`src/rtl/ascon_aead.sv`:
```
`default_nettype none
// ============================================================================
// Module   : ascon_aead
// Purpose  : ASCON-128 (v1.2) authenticated encryption/decryption core.
//            One permutation round per clock, fixed-schedule absorption of
//            64-bit associated-data and text blocks, 128-bit tag output.
// Revision : 1.0  initial release
// ============================================================================
module ascon_aead (
  input  logic         clk,
  input  logic         rst,
  input  logic         start,
  input  logic         startAD,
  input  logic         startT,
  input  logic         enc,
  input  logic [127:0] key,
  input  logic [127:0] nonce,
  input  logic [63:0]  ADblock,
  input  logic [63:0]  PTblock,
  input  logic [3:0]   PTlen,
  input  logic [3:0]   ADlen,
  output logic [127:0] T,
  output logic [63:0]  CTblock,
  output logic         CTv,
  output logic         Tv,
  output logic         read
);

  localparam logic [63:0] C_IV = 64'h80400c0600000000;

  typedef enum logic [2:0] {
    S_IDLE  = 3'd0,
    S_INIT  = 3'd1,
    S_AD    = 3'd2,
    S_TEXT  = 3'd3,
    S_FINAL = 3'd4,
    S_DONE  = 3'd5
  } state_t;

  state_t       r_state;
  logic [3:0]   r_cnt;
  logic         r_first;    // next edge is the decision edge after init
  logic         r_ad_last;  // AD block currently in its rounds was padded
  logic [63:0]  r_x0, r_x1, r_x2, r_x3, r_x4;
  logic [127:0] r_key;
  logic [127:0] r_tag;
  logic         r_tv;

  logic [3:0]   w_ptl, w_adl, w_tl, w_ridx;
  logic         w_dec, w_ad_abs, w_tx_abs, w_full, w_fin_abs;
  logic [319:0] w_s, w_r;

  function automatic logic [63:0] ror(input logic [63:0] v, input int unsigned n);
    return (v >> n) | (v << (64 - n));
  endfunction

  // One ASCON round: constant addition, bitsliced S-box, linear diffusion.
  function automatic logic [319:0] ascon_round(input logic [319:0] s, input logic [3:0] r);
    logic [63:0] a0, a1, a2, a3, a4, t0, t1, t2, t3, t4;
    a0 = s[319:256];
    a1 = s[255:192];
    a2 = s[191:128] ^ {56'd0, ~r, r};
    a3 = s[127:64];
    a4 = s[63:0];
    a0 = a0 ^ a4;  a4 = a4 ^ a3;  a2 = a2 ^ a1;
    t0 = ~a0 & a1; t1 = ~a1 & a2; t2 = ~a2 & a3; t3 = ~a3 & a4; t4 = ~a4 & a0;
    a0 = a0 ^ t1;  a1 = a1 ^ t2;  a2 = a2 ^ t3;  a3 = a3 ^ t4;  a4 = a4 ^ t0;
    a1 = a1 ^ a0;  a0 = a0 ^ a4;  a3 = a3 ^ a2;  a2 = ~a2;
    a0 = a0 ^ ror(a0, 19) ^ ror(a0, 28);
    a1 = a1 ^ ror(a1, 61) ^ ror(a1, 39);
    a2 = a2 ^ ror(a2, 1)  ^ ror(a2, 6);
    a3 = a3 ^ ror(a3, 10) ^ ror(a3, 17);
    a4 = a4 ^ ror(a4, 7)  ^ ror(a4, 41);
    return {a0, a1, a2, a3, a4};
  endfunction

  // Mask keeping bytes 0..len-1 (byte 0 in the top bits); len 8 keeps all.
  function automatic logic [63:0] keep_mask(input logic [3:0] len);
    return ~(64'hFFFF_FFFF_FFFF_FFFF >> {len, 3'b000});
  endfunction

  // 0x80 marker at byte len; nothing when the block is full.
  function automatic logic [63:0] pad_bit(input logic [3:0] len);
    return 64'h8000_0000_0000_0000 >> {len, 3'b000};
  endfunction

  assign w_ptl = PTlen[3] ? 4'd8 : PTlen;
  assign w_adl = ADlen[3] ? 4'd8 : ADlen;
  assign w_tl  = startT ? w_ptl : 4'd0;

  assign w_dec     = (r_state == S_AD) && r_first;
  assign w_ad_abs  = (r_state == S_AD) && (r_cnt == 4'd0) && (!r_first || startAD);
  assign w_tx_abs  = ((r_state == S_TEXT) && (r_cnt == 4'd0)) || (w_dec && !startAD);
  assign w_full    = w_tx_abs && startT && (w_ptl == 4'd8);
  assign w_fin_abs = w_tx_abs && !w_full;

  // Build the state that enters this cycle's round (block absorption, key mixing).
  always_comb begin
    w_s    = {r_x0, r_x1, r_x2, r_x3, r_x4};
    w_ridx = ((r_state == S_AD) || (r_state == S_TEXT)) ? (r_cnt + 4'd6) : r_cnt;
    if ((r_state == S_INIT) && (r_cnt == 4'd0))
      w_s = {C_IV, key, nonce};
    if (w_dec && !startAD)
      w_s[63:0] = w_s[63:0] ^ 64'd1;
    if (w_ad_abs)
      w_s[319:256] = w_s[319:256] ^ (ADblock & keep_mask(w_adl)) ^ pad_bit(w_adl);
    if (w_full)
      w_s[319:256] = enc ? (r_x0 ^ PTblock) : PTblock;
    if (w_fin_abs) begin
      w_s[319:256] = (enc ? (r_x0 ^ (PTblock & keep_mask(w_tl)))
                          : ((PTblock & keep_mask(w_tl)) | (r_x0 & ~keep_mask(w_tl))))
                     ^ pad_bit(w_tl);
      w_s[255:128] = w_s[255:128] ^ r_key;
      w_ridx       = 4'd0;
    end
  end

  assign w_r = ascon_round(w_s, w_ridx);

  assign CTv     = w_tx_abs && startT;
  assign CTblock = CTv ? (r_x0 ^ PTblock) : 64'd0;
  assign read    = w_ad_abs || w_tx_abs;
  assign T       = r_tag;
  assign Tv      = r_tv;

  // Phase sequencing, round counting and permutation state update.
  always_ff @(posedge clk) begin
    if (rst) begin
      r_state   <= S_IDLE;
      r_cnt     <= 4'd0;
      r_first   <= 1'b0;
      r_ad_last <= 1'b0;
      {r_x0, r_x1, r_x2, r_x3, r_x4} <= 320'd0;
      r_key     <= 128'd0;
      r_tag     <= 128'd0;
      r_tv      <= 1'b0;
    end else if (start) begin
      r_state <= S_INIT;
      r_cnt   <= 4'd0;
      r_first <= 1'b0;
      r_tag   <= 128'd0;
      r_tv    <= 1'b0;
    end else begin
      case (r_state)
        S_INIT: begin
          {r_x0, r_x1, r_x2, r_x3, r_x4} <= w_r;
          if (r_cnt == 4'd0)
            r_key <= key;
          if (r_cnt == 4'd11) begin
            r_x3    <= w_r[127:64] ^ r_key[127:64];
            r_x4    <= w_r[63:0]   ^ r_key[63:0];
            r_state <= S_AD;
            r_first <= 1'b1;
            r_cnt   <= 4'd0;
          end else begin
            r_cnt <= r_cnt + 4'd1;
          end
        end
        S_AD, S_TEXT: begin
          {r_x0, r_x1, r_x2, r_x3, r_x4} <= w_r;
          r_first <= 1'b0;
          if (w_fin_abs) begin
            r_state <= S_FINAL;
            r_cnt   <= 4'd1;
          end else if (r_cnt == 4'd0) begin
            r_cnt <= 4'd1;
            if (w_ad_abs)
              r_ad_last <= !ADlen[3];
            else
              r_state <= S_TEXT;
          end else if (r_cnt == 4'd5) begin
            r_cnt <= 4'd0;
            if ((r_state == S_AD) && r_ad_last) begin
              r_x4    <= w_r[63:0] ^ 64'd1;
              r_state <= S_TEXT;
            end
          end else begin
            r_cnt <= r_cnt + 4'd1;
          end
        end
        S_FINAL: begin
          {r_x0, r_x1, r_x2, r_x3, r_x4} <= w_r;
          if (r_cnt == 4'd11) begin
            r_tag   <= w_r[127:0] ^ r_key;
            r_tv    <= 1'b1;
            r_state <= S_DONE;
            r_cnt   <= 4'd0;
          end else begin
            r_cnt <= r_cnt + 4'd1;
          end
        end
        default: ;
      endcase
    end
  end

endmodule
`default_nettype wire

```
`config.mk`:
```
export PLATFORM = sky130hd
export DESIGN_NAME = ascon_aead
export DESIGN_NICKNAME = d
export VERILOG_FILES = /design/src/rtl/ascon_aead.sv
export SDC_FILE = /design/constraint.sdc
export NUM_CORES = 2
export LEC_CHECK = 0
export CORE_UTILIZATION = 33
export CTS_BUF_LIST = sky130_fd_sc_hd__clkbuf_2
export CTS_CLUSTER_DIAMETER = 80
export DETAILED_ROUTE_END_ITERATION = 8
export SETUP_SLACK_MARGIN = 0.4
export SLEW_MARGIN = 25
export SYNTH_ARGS = -nofsm -noshare
export SYNTH_HDL_FRONTEND = slang
export SYNTH_SLANG_ARGS = --single-unit
```
`constraint.sdc`:
```
create_clock -name clk -period 7.5 [get_ports clk]
set_clock_uncertainty 0.05 [all_clocks]
set_input_delay 2.25 -clock clk [delete_from_list [all_inputs] [get_ports clk]]
set_output_delay 2.25 -clock clk [all_outputs]
set_load 0.03 [all_outputs]
```
# --- After elaboration in Yosys (flattened, before gate mapping) ---
# Index checks and enable logic that the tools add are counted.
totals:
  reg_bits: 586
  input_bits: 398
  out_inout_bits: 195
  elab_cells: 175
classes:
  add_sub_neg: 2
  n_eq_ne: 17
  shift: 4
  n_mux: 37
  bitwise_logic: 64
  reduce_logical: 38
op_table:
  columns: ["operator", "count"]
  rows:
  - ["$xor 64x64->64", 28]
  - ["$not 64->64", 9]
  - ["$and 64x64->64", 8]
  - ["$mux 64", 7]
  - ["$mux 320", 1]
  - ["$shr 64x7->64 const A", 4]
  - ["$xor 128x128->128", 2]
  - ["$mux 192", 1]
  - ["$pmux 64 s3", 1]
  - ["$pmux 64 s2", 1]
  - ["$or 23x64->64", 1]
  - ["$or 25x64->64", 1]
  - ["$or 3x64->64", 1]
  - ["$or 36x64->64", 1]
  - ["$or 45x64->64", 1]
  - ["$or 47x64->64", 1]
  - ["$or 54x64->64", 1]
  - ["$or 57x64->64", 1]
  - ["$or 58x64->64", 1]
  - ["$or 63x64->64", 1]
  - ["$or 64x64->64", 1]
  - ["$xor 64x8->64", 1]
  - ["$mux 4", 9]
  - ["$mux 3", 7]
  - ["other kinds (33)", 72]

# --- Logic depth before layout (Yosys ltp) ---
logic_depth:
  ltp_word: 23
  ltp_mapped: 22
  depth_no_buf: 17

# --- Worst setup path after synthesis ---
# OpenSTA, ideal clock, no wires.
synth_timing:
  kind: "input-to-output"
  from: "in startAD"
  to: "out CTblock[1]"
  arrival_time_ns: 4.543
  required_ns: 5.200
  slack_ns: 0.657
  cell_stages: 12
  path_buffers: 8
  cell_sequence: "nand2b_1 > o22ai_2 > buf_4 > buf_4 > buf_2 > buf_4 > buf_2 > buf_2 > nand2_1 > clkbuf_1 > buf_1 > nor2_1"
synth_via:
  elab_chain_len: 5
synth_lines:
  columns: ["item", "line", "text"]
  rows:
  - ["start, declared", "13", "input logic startAD,"]
  - ["$logic_not 1->1", "93", "assign w_tx_abs = ((r_state == S_TEXT) && (r_cnt == 4'd0)) || (w_dec && !startAD);"]
  - ["$logic_and 1x1->1", "93", null]
  - ["$logic_or 1x1->1", "93", null]
  - ["$logic_and 1x1->1", "120", "assign CTv = w_tx_abs && startT;"]
  - ["$mux 64", "121", "assign CTblock = CTv ? (r_x0 ^ PTblock) : 64'd0;"]
  - ["end, declared", "23", "output logic [63:0] CTblock,"]
# Every way passes these cells.

# --- Worst setup path in the final report ---
layout_timing:
  from: "reg r_cnt[0]"
  to: "out CTblock[24]"
layout_via:
  elab_chain_len: 5
layout_lines:
  columns: ["item", "line", "text"]
  rows:
  - ["start, declared", "41", "logic [3:0] r_cnt;"]
  - ["start signal, assigned", "156", "r_cnt <= r_cnt + 4'd1;"]
  - ["start signal, assigned", "178", "r_cnt <= r_cnt + 4'd1;"]
  - ["start signal, assigned", "189", "r_cnt <= r_cnt + 4'd1;"]
  - ["$logic_not 4->1", "93", null]
  - ["$logic_and 1x1->1", "93", null]
  - ["$logic_or 1x1->1", "93", null]
  - ["$logic_and 1x1->1", "120", null]
  - ["$mux 64", "121", null]
# Every way passes these cells.

==> metrics.txt <==
Post-Synth Adder-Cell Area=0.0373; footprint of the multi-input gates=38,500 um^2; RePlAce Congestion=1.11; cell area power density=502 nW/um^2; XOR/XNOR share of the synthesized area=0.264; slew of the pin with the lowest slew margin=1.30 ns; width of the chip=400 um; final hold violation count=0; Post-Synth Simple-Gate Area=0.184; Die ar.=160,000 um^2; required time worst endpoint=5.20 ns; number of H-tree levels=4; FFs w/ async S/R, synth=0; die height=400 um; mapped cell area=52,200 um^2; initial antenna violation count=33; CP startpoint kind=register; leakage=around 26 nW; layout cells sized above 1=0.162; VDD IR-drop max=285 uV; DR WL/cell=33.8 um; post-synthesis sequential area ratio=0.225; Post-Synthesis Net Count=7,002; compound-gate portion of the synthesized area=0.191; Slew Viols, Final=0; Via Count=57,200; Resized Gates After CTS=0; Comb pwr share=0.794; largest net degree at the start of global routing=178; worst-skew pair later-pin latency=1.76 ns; fin nets=8,007; PortBufs=592; TritonCTS Buffers=about 180; Slew headroom=0.106; Initial Util=0.333; area grow syn2layout=28.1%; Clock transition at path regs=approximately 0.1 ns; DRC Markers=0; Yosys cell types=~110; Hold/Removal Path Class=register to register; Initial DRC Count=around 8,500; unrepaired setup endpoints after global routing=no; via/cell ratio=5.90; Yosys Warn Count=0; Slowest-stage cell, CP=a21oi_1; status=finished clean; Congestion Overflow GR=0; post-synth top area cell=dfxtp_1; Tcrit/Tclk final=0.916; core area=157,000 um^2; max_cap viols=0; Synth top area share=0.225; crit-path cells=inv_1, ha_1, nand4bb_1, o22ai_4, buf_4, nand2_2, buf_12, a21oi_1, buf_12; Post-synth top flop=dfxtp_1; Final min period=6.87 ns; GRT Util Overall=0.395; Sw Share=0.533; Int Pwr=15.7 mW; CTS tree=built; post-route ant nets=0; final setup TNS=0 ns; vias in the first global route=51,600; Fill cells=about 16,000; Rows=145; worst-path fanout max=52; crit path DAT=4.57 ns; DR pass1 iterations=6; critical path type=register to output pin; clock sink total=between 500 and 600; Ports=just under 600; global-route wire length before repair=approximately 430,000 um; Syn Area/Cell=8.07 um^2; most frequent CP cell=buf_12; Root Driver=clkbuf_2; switching power total=17.9 mW; Min Hold Slack=0.411 ns; post-synthesis mux area share=0.0561; DP Wirelength=260,000 um; Cells after Synth=~6,500; Max clock buf depth=3; Final setup viols=0; FMAX=around 0.15 GHz; Routed WL=327,000 um; top post-synthesis cells by area=dfxtp_1 22%, xnor2_1 14%, xor2_1 7.0%; EDFF count, synth=0; sequential share of power=0.125; FF+latch count, synth=586; max incr delay on CP=0.52 ns; Reg area=11,700 um^2; crit path capture type=output pin; post-CTS setup buffer count=0; clock network fraction of total power=0.082; hold buffer count at cts=0; largest family of logic cells by synthesized area=XOR/XNOR gates
-- sequential cells by signal (all words and copies together) (netlist names), 3 cells and up --
| signal | flops |
|---|---|
| T | 128 |
| r_x1 | 64 |
| r_x4 | 64 |
| r_cnt | 4 |
| r_key | 128 |
| r_x0 | 64 |
| r_state | 3 |
| r_x2 | 64 |
| r_x3 | 64 |
-- power by group through the flow --
stage          Clock [mW]  Combinational (mW)  Sequential [mW]
2_1_floorplan           0                13.4             3.86
3_3_place_gp            0                25.5             4.20
3_5_place_dp            0                25.5             4.21
4_1_cts              2.77                25.7             4.14
5_1_grt              2.92                27.0             4.19
6_report             2.74                26.6             4.19
-- cell families (layout without fill, tap and decap cells) --
kind of cell | after synthesis | count (layout)
simple gates | 2070 | 2070
compound gates | 1469 | 1469
xor+xnor | 1386 | 1386
flops | 586 | 586
buf+inv | 511 | 1655
mux | 288 | 288
fa+ha+maj | 161 | 161
other cells | 0 | 12
-- final cells by class --
cell class	count	share of cell area
Timing Repair Buffer	1249	0.181
Tap cell	2058	0.0385
Antenna cell	12	0.000449
Sequential cell	586	0.175
Multi-Input combinational cell	5374	0.576
Clock inverter	58	0.00460
Inverter	86	0.00483
Clock buffer	262	0.0196
-- worst max-delay path, delay by kind of cell (launching register included) --
| kind | cells | cell delay [ns] |
|---|---|---|
| adder cells (fa/ha/maj) | 1 | 0.30 |
| buffers and inverters | 4 | 0.84 |
| AO/OA/AOI/OAI | 2 | 0.90 |
| AND/OR/NAND/NOR | 2 | 0.52 |
| flip-flops | 1 | 0.38 |
-- layer usage --
| metal | up-vias | part of all wire | GRT usage | wire length (um) |
|---|---|---|---|---|
| met2 | 3826 | 0.39 | 0.543 | 129000 |
| met1 | 27600 | 0.40 | 0.519 | 131000 |
| li1 | 25000 | - | - | - |
| met4 | 18 | 0.076 | 0.266 | 24800 |
| met5 | - | 0.00035 | 0 | 115 |
| met3 | 742 | 0.13 | 0.130 | 41800 |
-- cell usage after synthesis (all sizes together), types with 76 or more instances --
| cell type | number |
|---|---|
| nor3 | 110 |
| and3 | 76 |
| nand3 | 254 |
| buf | 124 |
| mux2i | 256 |
| xnor2 | 864 |
| dfxtp | 586 |
| nand2 | 810 |
| inv | 81 |
| a21oi | 409 |
| nand4 | 77 |
| a211oi | 225 |
| clkbuf | 301 |
| xor2 | 420 |
| ha | 133 |
| xnor3 | 84 |
| o21ai | 308 |
| nor2 | 473 |
-- per-stage QoR --
step                      utilization  power, mW  cells  setup slack, ns  instance area (um^2)
final                           0.427       33.6   9685            0.628                 66900
after global routing            0.427       34.1   9678            0.458                 66900
after CTS                       0.426       32.6   9671            0.495                 66800
after detailed placement        0.416       29.7   9351            0.336                 65200
after global placement          0.416       29.7   9349            0.369                 65100
after floorplan                     -       17.3   6471            0.657                 52200
-- worst paths after layout --
path,endpoint,slack (ns),start,cells past startpoint
max,CTblock[24],0.63,r_cnt[0],9
min,r_x3[35],0.41,r_x3[35],2
max reg2reg,r_x3[37],1.17,r_cnt[0],19
min reg2reg,r_x3[35],0.41,r_x3[35],2
-- cell usage in the layout, fill, tap and decap left out, types with 26 or more instances in the layout --
master,instances
xnor2_1,830
nand2_1,805
buf_4,611
dfxtp_1,586
clkdlybuf4s50_1,525
nor2_1,463
xor2_1,415
a21oi_1,405
o21ai_0,300
clkbuf_2,262
mux2i_1,255
nand3_1,253
a211oi_1,222
ha_1,133
buf_12,109
nor3_1,96
xnor3_1,82
inv_1,79
and3_1,76
nand4_1,76
o211ai_1,49
and2_1,48
o2111ai_1,45
nor4_1,40
clkinv_1,38
a31oi_1,38
a211o_1,35
or2_2,33
a21o_1,33
xnor2_2,32
mux2_2,31
a2111oi_0,28
maj3_1,27
a21boi_0,26
a2111o_1,26
o221ai_1,26
Power figures use the tool's default switching activity.
